<file path="config.mk">
export PLATFORM = sky130hd
export DESIGN_NAME = xor_skid_stage
export DESIGN_NICKNAME = d
export VERILOG_FILES = /design/src/rtl/xor_skid_stage.sv
export SDC_FILE = /design/constraint.sdc
export NUM_CORES = 1
export LEC_CHECK = 0
export ABC_CLOCK_PERIOD_IN_PS = 1700
export BUFFER_PORTS_ARGS = -buffer_cell sky130_fd_sc_hd__buf_4
export CORE_AREA = 4 4 41 43
export DETAILED_ROUTE_END_ITERATION = 8
export DIE_AREA = 0 0 45 47
export HOLD_SLACK_MARGIN = 0.08
export SLEW_MARGIN = 25
export SYNTH_ARGS = -nofsm -noshare
export SYNTH_HDL_FRONTEND = slang
export SYNTH_SLANG_ARGS = --single-unit
</file>
<file path="constraint.sdc">
create_clock -name clk -period 1.7 [get_ports clk]
set_input_delay 0.085 -clock clk [delete_from_list [all_inputs] [get_ports clk]]
set_output_delay 0.085 -clock clk [all_outputs]
set_load 0.02 [all_outputs]
</file>
<file path="src/rtl/xor_skid_stage.sv">
// Registered XOR stage with a 2-entry skid buffer and per-frame parity of delivered beats.
// Optional assertions are enabled by defining XOR_SKID_STAGE_ASSERT_EN.
module xor_skid_stage #(
    parameter int WIDTH     = 1,
    parameter int DOIT      = 1,
    parameter int FRAME_LEN = 8
) (
    input  logic             clk,
    input  logic             rst,
    input  logic             in_valid,
    output logic             in_ready,
    input  logic [WIDTH-1:0] in_a,
    input  logic [WIDTH-1:0] in_b,
    output logic             out_valid,
    input  logic             out_ready,
    output logic [WIDTH-1:0] out_c,
    output logic             frame_done,
    output logic             frame_parity
);

    localparam int CW = (FRAME_LEN > 1) ? $clog2(FRAME_LEN) : 1;
    localparam logic [CW-1:0] LAST_BEAT = CW'(FRAME_LEN - 1);

    typedef enum logic [1:0] {
        EMPTY = 2'd0,
        ONE   = 2'd1,
        FULL  = 2'd2
    } cnt_e;

    cnt_e             r_count;
    cnt_e             w_count_next;
    logic [WIDTH-1:0] r_head;
    logic [WIDTH-1:0] r_tail;
    logic [WIDTH-1:0] w_head_next;
    logic [WIDTH-1:0] w_tail_next;
    logic [WIDTH-1:0] w_result;
    logic             w_push;
    logic             w_pop;
    logic [CW-1:0]    r_beat;
    logic             r_acc;
    logic             w_acc_next;
    logic             r_frame_done;
    logic             r_frame_parity;

    assign w_result     = (DOIT != 0) ? (in_a ^ in_b) : {WIDTH{1'b0}};
    assign in_ready     = (r_count != FULL);
    assign out_valid    = (r_count != EMPTY);
    assign out_c        = r_head;
    assign w_push       = in_valid & in_ready;
    assign w_pop        = out_valid & out_ready;
    assign w_acc_next   = r_acc ^ (^r_head);
    assign frame_done   = r_frame_done;
    assign frame_parity = r_frame_parity;

    // Buffer next-state: occupancy plus head/tail contents.
    always_comb begin
        w_count_next = r_count;
        w_head_next  = r_head;
        w_tail_next  = r_tail;
        case (r_count)
            EMPTY: begin
                if (w_push) begin
                    w_count_next = ONE;
                    w_head_next  = w_result;
                end else begin
                    w_count_next = EMPTY;
                end
            end
            ONE: begin
                if (w_push && w_pop) begin
                    w_head_next = w_result;
                end else if (w_push) begin
                    w_count_next = FULL;
                    w_tail_next  = w_result;
                end else if (w_pop) begin
                    w_count_next = EMPTY;
                end else begin
                    w_count_next = ONE;
                end
            end
            FULL: begin
                // in_ready is low here, so only a pop can move the buffer.
                if (w_pop) begin
                    w_count_next = ONE;
                    w_head_next  = r_tail;
                end else begin
                    w_count_next = FULL;
                end
            end
            default: begin
                w_count_next = EMPTY;
            end
        endcase
    end

    // Buffer state registers.
    always_ff @(posedge clk) begin
        if (rst) begin
            r_count <= EMPTY;
            r_head  <= {WIDTH{1'b0}};
            r_tail  <= {WIDTH{1'b0}};
        end else begin
            r_count <= w_count_next;
            r_head  <= w_head_next;
            r_tail  <= w_tail_next;
        end
    end

    // Frame beat counter and parity accumulator; pulses frame_done after the last beat.
    always_ff @(posedge clk) begin
        if (rst) begin
            r_beat         <= {CW{1'b0}};
            r_acc          <= 1'b0;
            r_frame_done   <= 1'b0;
            r_frame_parity <= 1'b0;
        end else begin
            r_frame_done <= 1'b0;
            if (w_pop) begin
                if (r_beat == LAST_BEAT) begin
                    r_beat         <= {CW{1'b0}};
                    r_acc          <= 1'b0;
                    r_frame_done   <= 1'b1;
                    r_frame_parity <= w_acc_next;
                end else begin
                    r_beat <= r_beat + CW'(1);
                    r_acc  <= w_acc_next;
                end
            end
        end
    end

`ifdef XOR_SKID_STAGE_ASSERT_EN
    logic             r_stall_prev;
    logic [WIDTH-1:0] r_c_prev;

    // Stall-stability, occupancy and DOIT=0 output checks.
    always_ff @(posedge clk) begin
        if (rst) begin
            r_stall_prev <= 1'b0;
            r_c_prev     <= {WIDTH{1'b0}};
        end else begin
            r_stall_prev <= out_valid & ~out_ready;
            r_c_prev     <= out_c;
            if (r_stall_prev) begin
                assert (out_valid && (out_c == r_c_prev));
            end
            assert (r_count != 2'd3);
            if ((DOIT == 0) && out_valid) begin
                assert (out_c == {WIDTH{1'b0}});
            end
        end
    end
`endif

endmodule

</file>
==> flow_metrics.tcl, run 1 <==
set metrics [dict create \
    synth.avg_cell_area_um2 9.24 \
    viasPerCell 5.00 \
    gp_congestion 0.694 \
    clockBufferDepth 2 \
    fmax_mhz 649 \
    areaGrowthSynthToFinish_pct 26.1 \
    worstPathArrival_ns 1.75 \
    grt.met2_usage 0.161 \
    worst_hold_path_type "primary input to flop" \
    drt_iter0_drc 6 \
    cts_root_buf "clkbuf_4" \
    r2r_start "r_count[1]$_SDFFE_PP0P_" \
    finClkSkew_ns 0.00524 \
    synth_nets 63 \
    antenna_found_initial 0 \
    cts_buffers 3 \
    cts_tree "done" \
    setup_viol 0 \
    rsz0062_at_grt "false" \
    r2r-end "r_count[1]$_SDFFE_PP0P_" \
    grt_pass1_vias 366 \
    grt_use_total 0.106 \
    drc 0 \
    p_total_mw 0.482 \
    cts_resized 0 \
    dieArea_um2 2120 \
    peakVddDrop_mv 0.533 \
    fin_area_um2 641 \
    powerDensity_nw_per_um2 753 \
    fp-row-count 13 \
    multi_input_area_um2 290 \
    drv_cap 0 \
    synth-seq-cells 10 \
    ys_seq_area_frac 0.394 \
    cellLeakagePower_nw 0.293 \
    clk_pin_slew_ns 0.06 \
    start_util 0.390 \
    io_pins 11 \
    tightest_slew_ns 0.335 \
    synthFlopType "dfxtp_1" \
    synthDistinctLibCells 25 \
    fin_util 0.492 \
    dpl.cell_count 77 \
    synth_edf_count 0 \
    async_flop_share 0 \
    cts_setup_buffers 0 \
    overflow 0 \
    worst-path-max-fanout 9 \
    path_class "flop to flop" \
    dieWidth_um 45 \
    hpwlAfterDp_um 656 \
    dp_slack_ns 0.288 \
    slew_violations 0 \
    crit_start "r_count[1]$_SDFFE_PP0P_" \
    cts.sinks 10 \
    placed_cell_area_um2 588 \
    antenna_cells 0 \
    dr.pass1.iters 4 \
    detail-route-antenna-nets 0 \
    nets 78 \
    met1_usage 0.127 \
    finalNonFillerCells 83 \
    htreeDepth 1 \
    fin_crit_ns 1.54 \
    hold_viol 0 \
    dr_total_vias 415 \
    finalCritPeriodShare 0.907 \
    final-seq-area_um2 200 \
    busiest_layer "met2" \
    syn_inst 55 \
    critPathLaunchType "flop" \
    hold_ws_ns 0.198 \
    portBuffers 10 \
    worst_slack_ns 0.159 \
    slew_headroom 0.776 \
    cp.required_ns 1.91 \
    fin_setup_tns_ns 0 \
    cp-end-kind "flop" \
    grt_pass1_wl_mm 1.59 \
    layout-drive-gt1-share 0.235 \
    ctsHoldBuffers 3 \
    fillers 123 \
    clkLatencyLatePin_ns 0.26 \
    core_um2 1300 \
    yosysWarnings 0 \
    wl_per_cell_um 10.7 \
    wirelength_um 888 \
    fp.dieH_um 47 \
    status "completed" \
    worstRegToRegCells 4 \
    crit_end "r_count[1]$_SDFFE_PP0P_" \
    grt_max_degree 12 \
    rrSetupSlack_ns 0.16 \
    use_met3 0.0690 \
    final_cell_mix "dfxtp_1 (10), buf_4 (10), nor2_1 (6), a21oi_1 (5), mux2i_1 (5)" \
    synth_area_um2 508 \
]
per-layer routing:
metal | wire length (um) | vias to the layer above
met5 | 0 | -
met4 | 8 | 0
met3 | 59 | 2
met2 | 413 | 8
met1 | 407 | 184
li1 | - | 221
kinds of logic (layout without fill, tap and decap cells):
family                   count (synthesis)  in the layout  synth area share
AO/OA/AOI/OAI                           12             12             0.163
XOR/XNOR                                 2              2            0.0345
adder cells (fa/ha/maj)                  2              2            0.0493
buffers and inverters                    4             17            0.0345
flip-flops                              10             10             0.394
multiplexers                             5              5            0.0985
AND/OR/NAND/NOR                         20             20             0.227
cells in the mapped netlist, drive strengths merged, types with 2 or more instances:
cell type	n	area, um^2
nor2	6	22.5
or3b	2	17.5
mux2i	5	50.1
dfxtp	10	200
buf	2	10.0
xor2	2	17.5
nand2	4	15.0
o21ai	2	13.8
ha	2	25.0
nand2b	2	12.5
a21oi	5	25.0
worst min-delay path by stage:
stage / slack [ns] / cells past startpoint / start / end
2_1_floorplan: 0.16 / 1 / out_ready / r_count[1]$_SDFFE_PP0P_
3_3_place_gp: 0.33 / 2 / out_ready / r_count[1]$_SDFFE_PP0P_
3_5_place_dp: 0.33 / 2 / out_ready / r_count[1]$_SDFFE_PP0P_
4_1_cts: 0.20 / 4 / in_a / r_tail$_SDFFE_PP0P_
5_1_grt: 0.23 / 4 / in_valid / r_count[0]$_SDFFE_PP0P_
6_report: 0.20 / 4 / in_a / r_tail$_SDFFE_PP0P_
report_power, final:
group	leakage [nW]	switching [mW]	internal [mW]
clock network	0.0138	0.0738	0.0814
logic	0.198	0.0340	0.0391
registers	0.0813	0.0110	0.243
sequential cells by signal (all words and copies together) (netlist names):
signal	flops
frame_done	1
out_c	1
r_tail	1
r_beat	3
r_acc	1
r_count	2
frame_parity	1
layout make-up:
type	count	share of cell area
flip-flops and latches	10	0.313
inverters	1	0.00586
well taps	15	0.0293
clock buffers	3	0.0352
multi-input cells	41	0.453
repair buffers	13	0.164
worst max-delay path, stage by stage, from the launching register on:
cell and delay (ns):
dfxtp_1 0.41, nor2b_1 0.22, nand2_1 0.07, a211oi_1 0.23
dlygate4sd3_1 0.56
Power figures use the tool's default switching activity.
==> inputs of run 2 (changes only) <==
--- a/config.mk
+++ b/config.mk
@@ -5,9 +5,10 @@
 export SDC_FILE = /design/constraint.sdc
 export NUM_CORES = 1
 export LEC_CHECK = 0
-export ABC_CLOCK_PERIOD_IN_PS = 1700
+export ABC_CLOCK_PERIOD_IN_PS = 1600
 export BUFFER_PORTS_ARGS = -buffer_cell sky130_fd_sc_hd__buf_4
 export CORE_AREA = 4 4 41 43
+export CTS_BUF_LIST = sky130_fd_sc_hd__clkbuf_4
 export DETAILED_ROUTE_END_ITERATION = 8
 export DIE_AREA = 0 0 45 47
 export HOLD_SLACK_MARGIN = 0.08
==> constraint.sdc (replaced) <==
create_clock -name clk -period 1.6 [get_ports clk]
set_input_delay 0.08 -clock clk [delete_from_list [all_inputs] [get_ports clk]]
set_output_delay 0.08 -clock clk [all_outputs]
set_load 0.02 [all_outputs]
==> run 2 against run 1 <==
Effect of this change:
- total power up 8.6%
- design area is 1.2% higher
- largest cell class unchanged
- sequential share of layout area shrank 0.17 points
- first-iteration DRC count shrank 83%
- register-to-register slack hardly changed
- count of clock-buffer cells in the layout did not move
- combinational power rose by 7.3%
- critical path type unchanged
==> flow_metrics.tcl, run 2 (synthesis results as in run 1) <==
set metrics [dict create \
    p_int_mw 0.390 \
    cts.sinks 10 \
    finClkSkew_ns 0.0144 \
    drv_cap 0 \
    hold_viol 0 \
    portBuffers 10 \
    status "completed" \
    peakVddDrop_mv 0.384 \
    p_total_mw 0.524 \
    grt_max_degree 12 \
    clockBufferDepth 2 \
    sw_frac_of_total 0.255 \
    final_cell_mix "buf_4 (10), dfxtp_1 (9), nor2_1 (6), a21oi_1 (5), mux2i_1 (5)" \
    clkLatencyLatePin_ns 0.27 \
    crit_path_top_delay_cell "dlygate4sd3_1" \
    dpl.cell_count 77 \
    slew_headroom 0.814 \
    fillers 126 \
    powerDensity_nw_per_um2 808 \
    cts_root_buf "clkbuf_4" \
    pwr-share-clk 0.335 \
    cp-end-kind "flop" \
    cts_tree "done" \
    largest_reg_flops 3 \
    dieArea_um2 2120 \
    fin_setup_tns_ns 0 \
    switchingPower_mw 0.134 \
    critPathLaunchType "flop" \
    worst-path-max-fanout 9 \
    hold_ws_ns 0.200 \
    gp_congestion 0.694 \
    finalCritPeriodShare 0.908 \
    antenna_found_initial 0 \
    fp-row-count 13 \
    worst_hold_path_type "primary input to flop" \
    tightest_slew_ns 0.278 \
    reg.largest.list "r_beat: 3 flops, r_count: 2 flops" \
    viasPerCell 4.92 \
    seq_power_share 0.516 \
    cts_buffers 3 \
    finalNonFillerCells 84 \
    fin_util 0.498 \
    overflow 0 \
    detail-route-antenna-nets 0 \
    start_util 0.390 \
    cp_num_buf_inv 1 \
    drt_iter0_drc 1 \
    nets 78 \
    cp.required_ns 1.81 \
    final_common_cell "buf_4" \
    wirelength_um 918 \
    cellLeakagePower_nw 0.296 \
    worstPathArrival_ns 1.66 \
    critPathTopFamily "buffers and inverters" \
    io_pins 11 \
    dr_total_vias 413 \
    cp_cell_sequence "nor2b_2 -> nand2_1 -> a211oi_1 -> dlygate4sd3_1" \
    clk_pin_slew_ns 0.07 \
    rsz0062_at_grt "false" \
    regMostFlops "r_beat" \
    fin_crit_ns 1.45 \
    grt_use_total 0.106 \
    fmax_mhz 688 \
    antenna_cells 0 \
    layout-drive-gt1-share 0.261 \
    path_class "flop to flop" \
    areaGrowthSynthToFinish_pct 27.6 \
    grt_pass1_wl_mm 1.59 \
    dieWidth_um 45 \
    grt_pass1_vias 375 \
    fp.dieH_um 47 \
    drc 0 \
    setup_viol 0 \
    slew_violations 0 \
    wl_per_cell_um 10.9 \
    critical_path.max_stage_delay_ns 0.57 \
    dr.pass1.iters 2 \
    core_um2 1300 \
    htreeDepth 1 \
    p_comb_frac 0.150 \
]
==> run 2: cell types whose count changed in the layout (fill, tap and decap cells not counted), sizes merged <==
cell    change
clkinv      +1
==> run 2: worst min-delay path, stage by stage <==
cell and delay [ns]:
buf_4 0.08, xor2_1 0.07, mux2i_1 0.13, nor2_1 0.05
==> run 2: final timing paths <==
kind | cells after the start | slack (ns) | from | end
max | 4 | 0.15 | r_count[1]$_SDFFE_PP0P_ | r_count[1]$_SDFFE_PP0P_
min | 4 | 0.20 | in_a | r_tail$_SDFFE_PP0P_
max reg2reg | 4 | 0.15 | r_count[1]$_SDFFE_PP0P_ | r_count[1]$_SDFFE_PP0P_
min reg2reg | 2 | 0.46 | r_beat[1]$_SDFFE_PP0P_ | r_beat[1]$_SDFFE_PP0P_
==> run 2: area by class of cell <==
type / count / area, um^2 / area share
tap: 15 / 18.8 / 0.0290
clock inverter: 1 / 3.75 / 0.00579
sequential: 10 / 201 / 0.311
clock buffer: 3 / 22.5 / 0.0347
inverter: 1 / 3.75 / 0.00579
timing repair buffer: 13 / 105 / 0.162
multi-input combinational: 41 / 293 / 0.452
==> run 2: routing by layer <==
layer / track usage / vias up / share of wire / wire (um)
met5: 0 / - / 0 / 0
met4: 0.0351 / 0 / 0.0087 / 8
met2: 0.161 / 8 / 0.45 / 417
met1: 0.129 / 181 / 0.48 / 438
met3: 0.0575 / 2 / 0.058 / 53
li1: - / 222 / - / -
==> run 2: stage by stage <==
step	setup slack [ns]	cell area, um^2
after floorplan	0.253	508
after global placement	0.216	588
after detailed placement	0.188	588
after CTS	0.0659	644
after global routing	0.0471	648
final	0.147	648
==> run 2: power groups by stage <==
| stage | clock network (mW) | logic, mW | registers (mW) |
|---|---|---|---|
| floorplan | 0 | 0.0510 | 0.271 |
| global placement | 0 | 0.0732 | 0.276 |
| detailed placement | 0 | 0.0742 | 0.276 |
| CTS | 0.187 | 0.0794 | 0.270 |
| global route | 0.198 | 0.0870 | 0.272 |
| finish | 0.175 | 0.0784 | 0.270 |
==> run 2: repair_timing <==
action | 4_1_cts | 5_1_grt
resized for setup | 0 | 2
hold endpoints to repair | 8 | 0
hold buffers | 3 | 0
endpoints found under the setup margin | 0 | 1
buffers inserted | 0 | 0
==> inputs of run 3 (changes only) <==
--- a/config.mk
+++ b/config.mk
@@ -12,6 +12,7 @@
 export DETAILED_ROUTE_END_ITERATION = 8
 export DIE_AREA = 0 0 45 47
 export HOLD_SLACK_MARGIN = 0.08
+export MAX_ROUTING_LAYER = met4
 export SLEW_MARGIN = 25
 export SYNTH_ARGS = -nofsm -noshare
 export SYNTH_HDL_FRONTEND = slang
==> run 3 against run 2 <==
Effect of this change:
- total power grew 0.11%
- cell count is the same
- critical path depth is the same
- fmax shrank 0.11%
- wire length shrank 0.44%
- utilization is the same
- first-iteration DRC count grew to 3.0 times the previous value
- count of clock-buffer cells in the layout is the same
- sequential cell count is the same
- highest routed layer is now met3
==> flow_metrics.tcl, run 3 (synthesis results as in run 1) <==
set metrics [dict create \
    dieArea_um2 2120 \
    finalCritPeriodShare 0.909 \
    dieWidth_um 45 \
    areaGrowthSynthToFinish_pct 27.6 \
    detail-route-antenna-nets 0 \
    dr_wl_met3_um 48 \
    clkLatencyLatePin_ns 0.27 \
    setup_viol 0 \
    slew_headroom 0.815 \
    route.met2.wl_um 429 \
    core_um2 1300 \
    wirelength_um 914 \
    reg.largest.list "r_beat: 3 flops, r_count: 2 flops" \
    portBuffers 10 \
    critPathLaunchType "flop" \
    final_cell_mix "buf_4 (10), dfxtp_1 (9), nor2_1 (6), a21oi_1 (5), mux2i_1 (5)" \
    drc 0 \
    antenna_found_initial 0 \
    dr.pass1.iters 2 \
    crit_path_top_delay_cell "dlygate4sd3_1" \
    cellLeakagePower_nw 0.296 \
    worstRegToRegCells 4 \
    grt_max_degree 12 \
    grt_pass1_vias 372 \
    cts_tree "done" \
    gp_congestion 0.702 \
    largest_reg_flops 3 \
    viasPerCell 4.88 \
    cts_buffers 3 \
    dp_slack_ns 0.188 \
    fin_crit_ns 1.45 \
    fmax_mhz 687 \
    drt_iter0_drc 3 \
    cts.sinks 10 \
    wl_met1_um 436 \
    start_util 0.390 \
    r2r_start "r_count[1]$_SDFFE_PP0P_" \
    cts_root_buf "clkbuf_4" \
    drv_cap 0 \
    status "completed" \
    final_common_cell "buf_4" \
    slew_violations 0 \
    critical_path.max_stage_delay_ns 0.57 \
    grt_pass1_wl_mm 1.59 \
    clk_pin_slew_ns 0.07 \
    path_class "flop to flop" \
    worst_slack_ns 0.145 \
    p_total_mw 0.524 \
    wl_per_cell_um 10.9 \
    layout-drive-gt1-share 0.261 \
    clockBufferDepth 2 \
    tightest_slew_ns 0.277 \
    worstPathArrival_ns 1.67 \
    rsz0062_at_grt "false" \
    cp.depth 4 \
    critPathTopFamily "buffers and inverters" \
    finClkSkew_ns 0.0144 \
    top_layer "met3" \
    io_pins 11 \
    powerDensity_nw_per_um2 809 \
    htreeDepth 1 \
    fp.dieH_um 47 \
    finalNonFillerCells 84 \
    fp-row-count 13 \
    fin_setup_tns_ns 0 \
    dpl.cell_count 77 \
    cp.required_ns 1.81 \
    worst-path-max-fanout 9 \
    hold_ws_ns 0.199 \
    crit_start "r_count[1]$_SDFFE_PP0P_" \
    grt_use_total 0.110 \
    whs_path_depth 4 \
    cp_cell_sequence "nor2b_2 -> nand2_1 -> a211oi_1 -> dlygate4sd3_1" \
    dr_total_vias 410 \
    nets 78 \
    overflow 0 \
    worst_hold_path_type "primary input to flop" \
    cp-end-kind "flop" \
    peakVddDrop_mv 0.385 \
    antenna_cells 0 \
    cp_num_buf_inv 1 \
    hold_viol 0 \
    hp-start "in_a" \
    regMostFlops "r_beat" \
]
==> run 3: cell counts in the layout (fill, tap and decap cells not counted) <==
No cell type changed its count.
==> run 3: worst paths after layout <==
path	endpoint	slack [ns]
worst min register to register	r_beat[1]$_SDFFE_PP0P_	0.46
worst max register to register	r_count[1]$_SDFFE_PP0P_	0.15
worst max-delay path	r_count[1]$_SDFFE_PP0P_	0.15
worst min-delay path	r_tail$_SDFFE_PP0P_	0.20
==> run 3: worst reg2reg max path, delay by kind of cell (launching register included) <==
| kind | cells | cell delay (ns) |
|---|---|---|
| AO/OA/AOI/OAI | 1 | 0.23 |
| AND/OR/NAND/NOR | 2 | 0.23 |
| buffers and inverters | 1 | 0.57 |
| flip-flops | 1 | 0.38 |
==> run 3: cell type report <==
| cell class | instances | area, um^2 |
|---|---|---|
| clock buffer | 3 | 22.5 |
| inverter | 1 | 3.75 |
| fill | 126 | 653 |
| tap | 15 | 18.8 |
| timing repair buffer | 13 | 105 |
| clock inverter | 1 | 3.75 |
| multi-input combinational | 41 | 293 |
| sequential | 10 | 201 |
==> run 3: per-stage QoR <==
| stage | utilization | instance area, um^2 |
|---|---|---|
| after floorplan | - | 508 |
| after global placement | 0.452 | 588 |
| after detailed placement | 0.452 | 588 |
| after CTS | 0.495 | 644 |
| after global routing | 0.498 | 648 |
| final | 0.498 | 648 |
==> run 3: repair_timing <==
action                     CTS  global route
setup endpoints to repair    0             1
hold buffers                 3             0
setup buffers                0             0
hold endpoints to repair     8             0
resized for setup            0             2
==> run 3: metal layers <==
metal  GRT usage  vias to the layer above
met3      0.0575                        0
met1       0.129                      180
met4      0.0351                        0
li1            -                      223
met5           -                        -
met2       0.161                        7
==> run 3: report_power, final <==
group | internal, mW | switching, mW | total, mW
Clock | 0.0898 | 0.0858 | 0.176
Combinational | 0.0420 | 0.0365 | 0.0785
Sequential | 0.258 | 0.0119 | 0.270
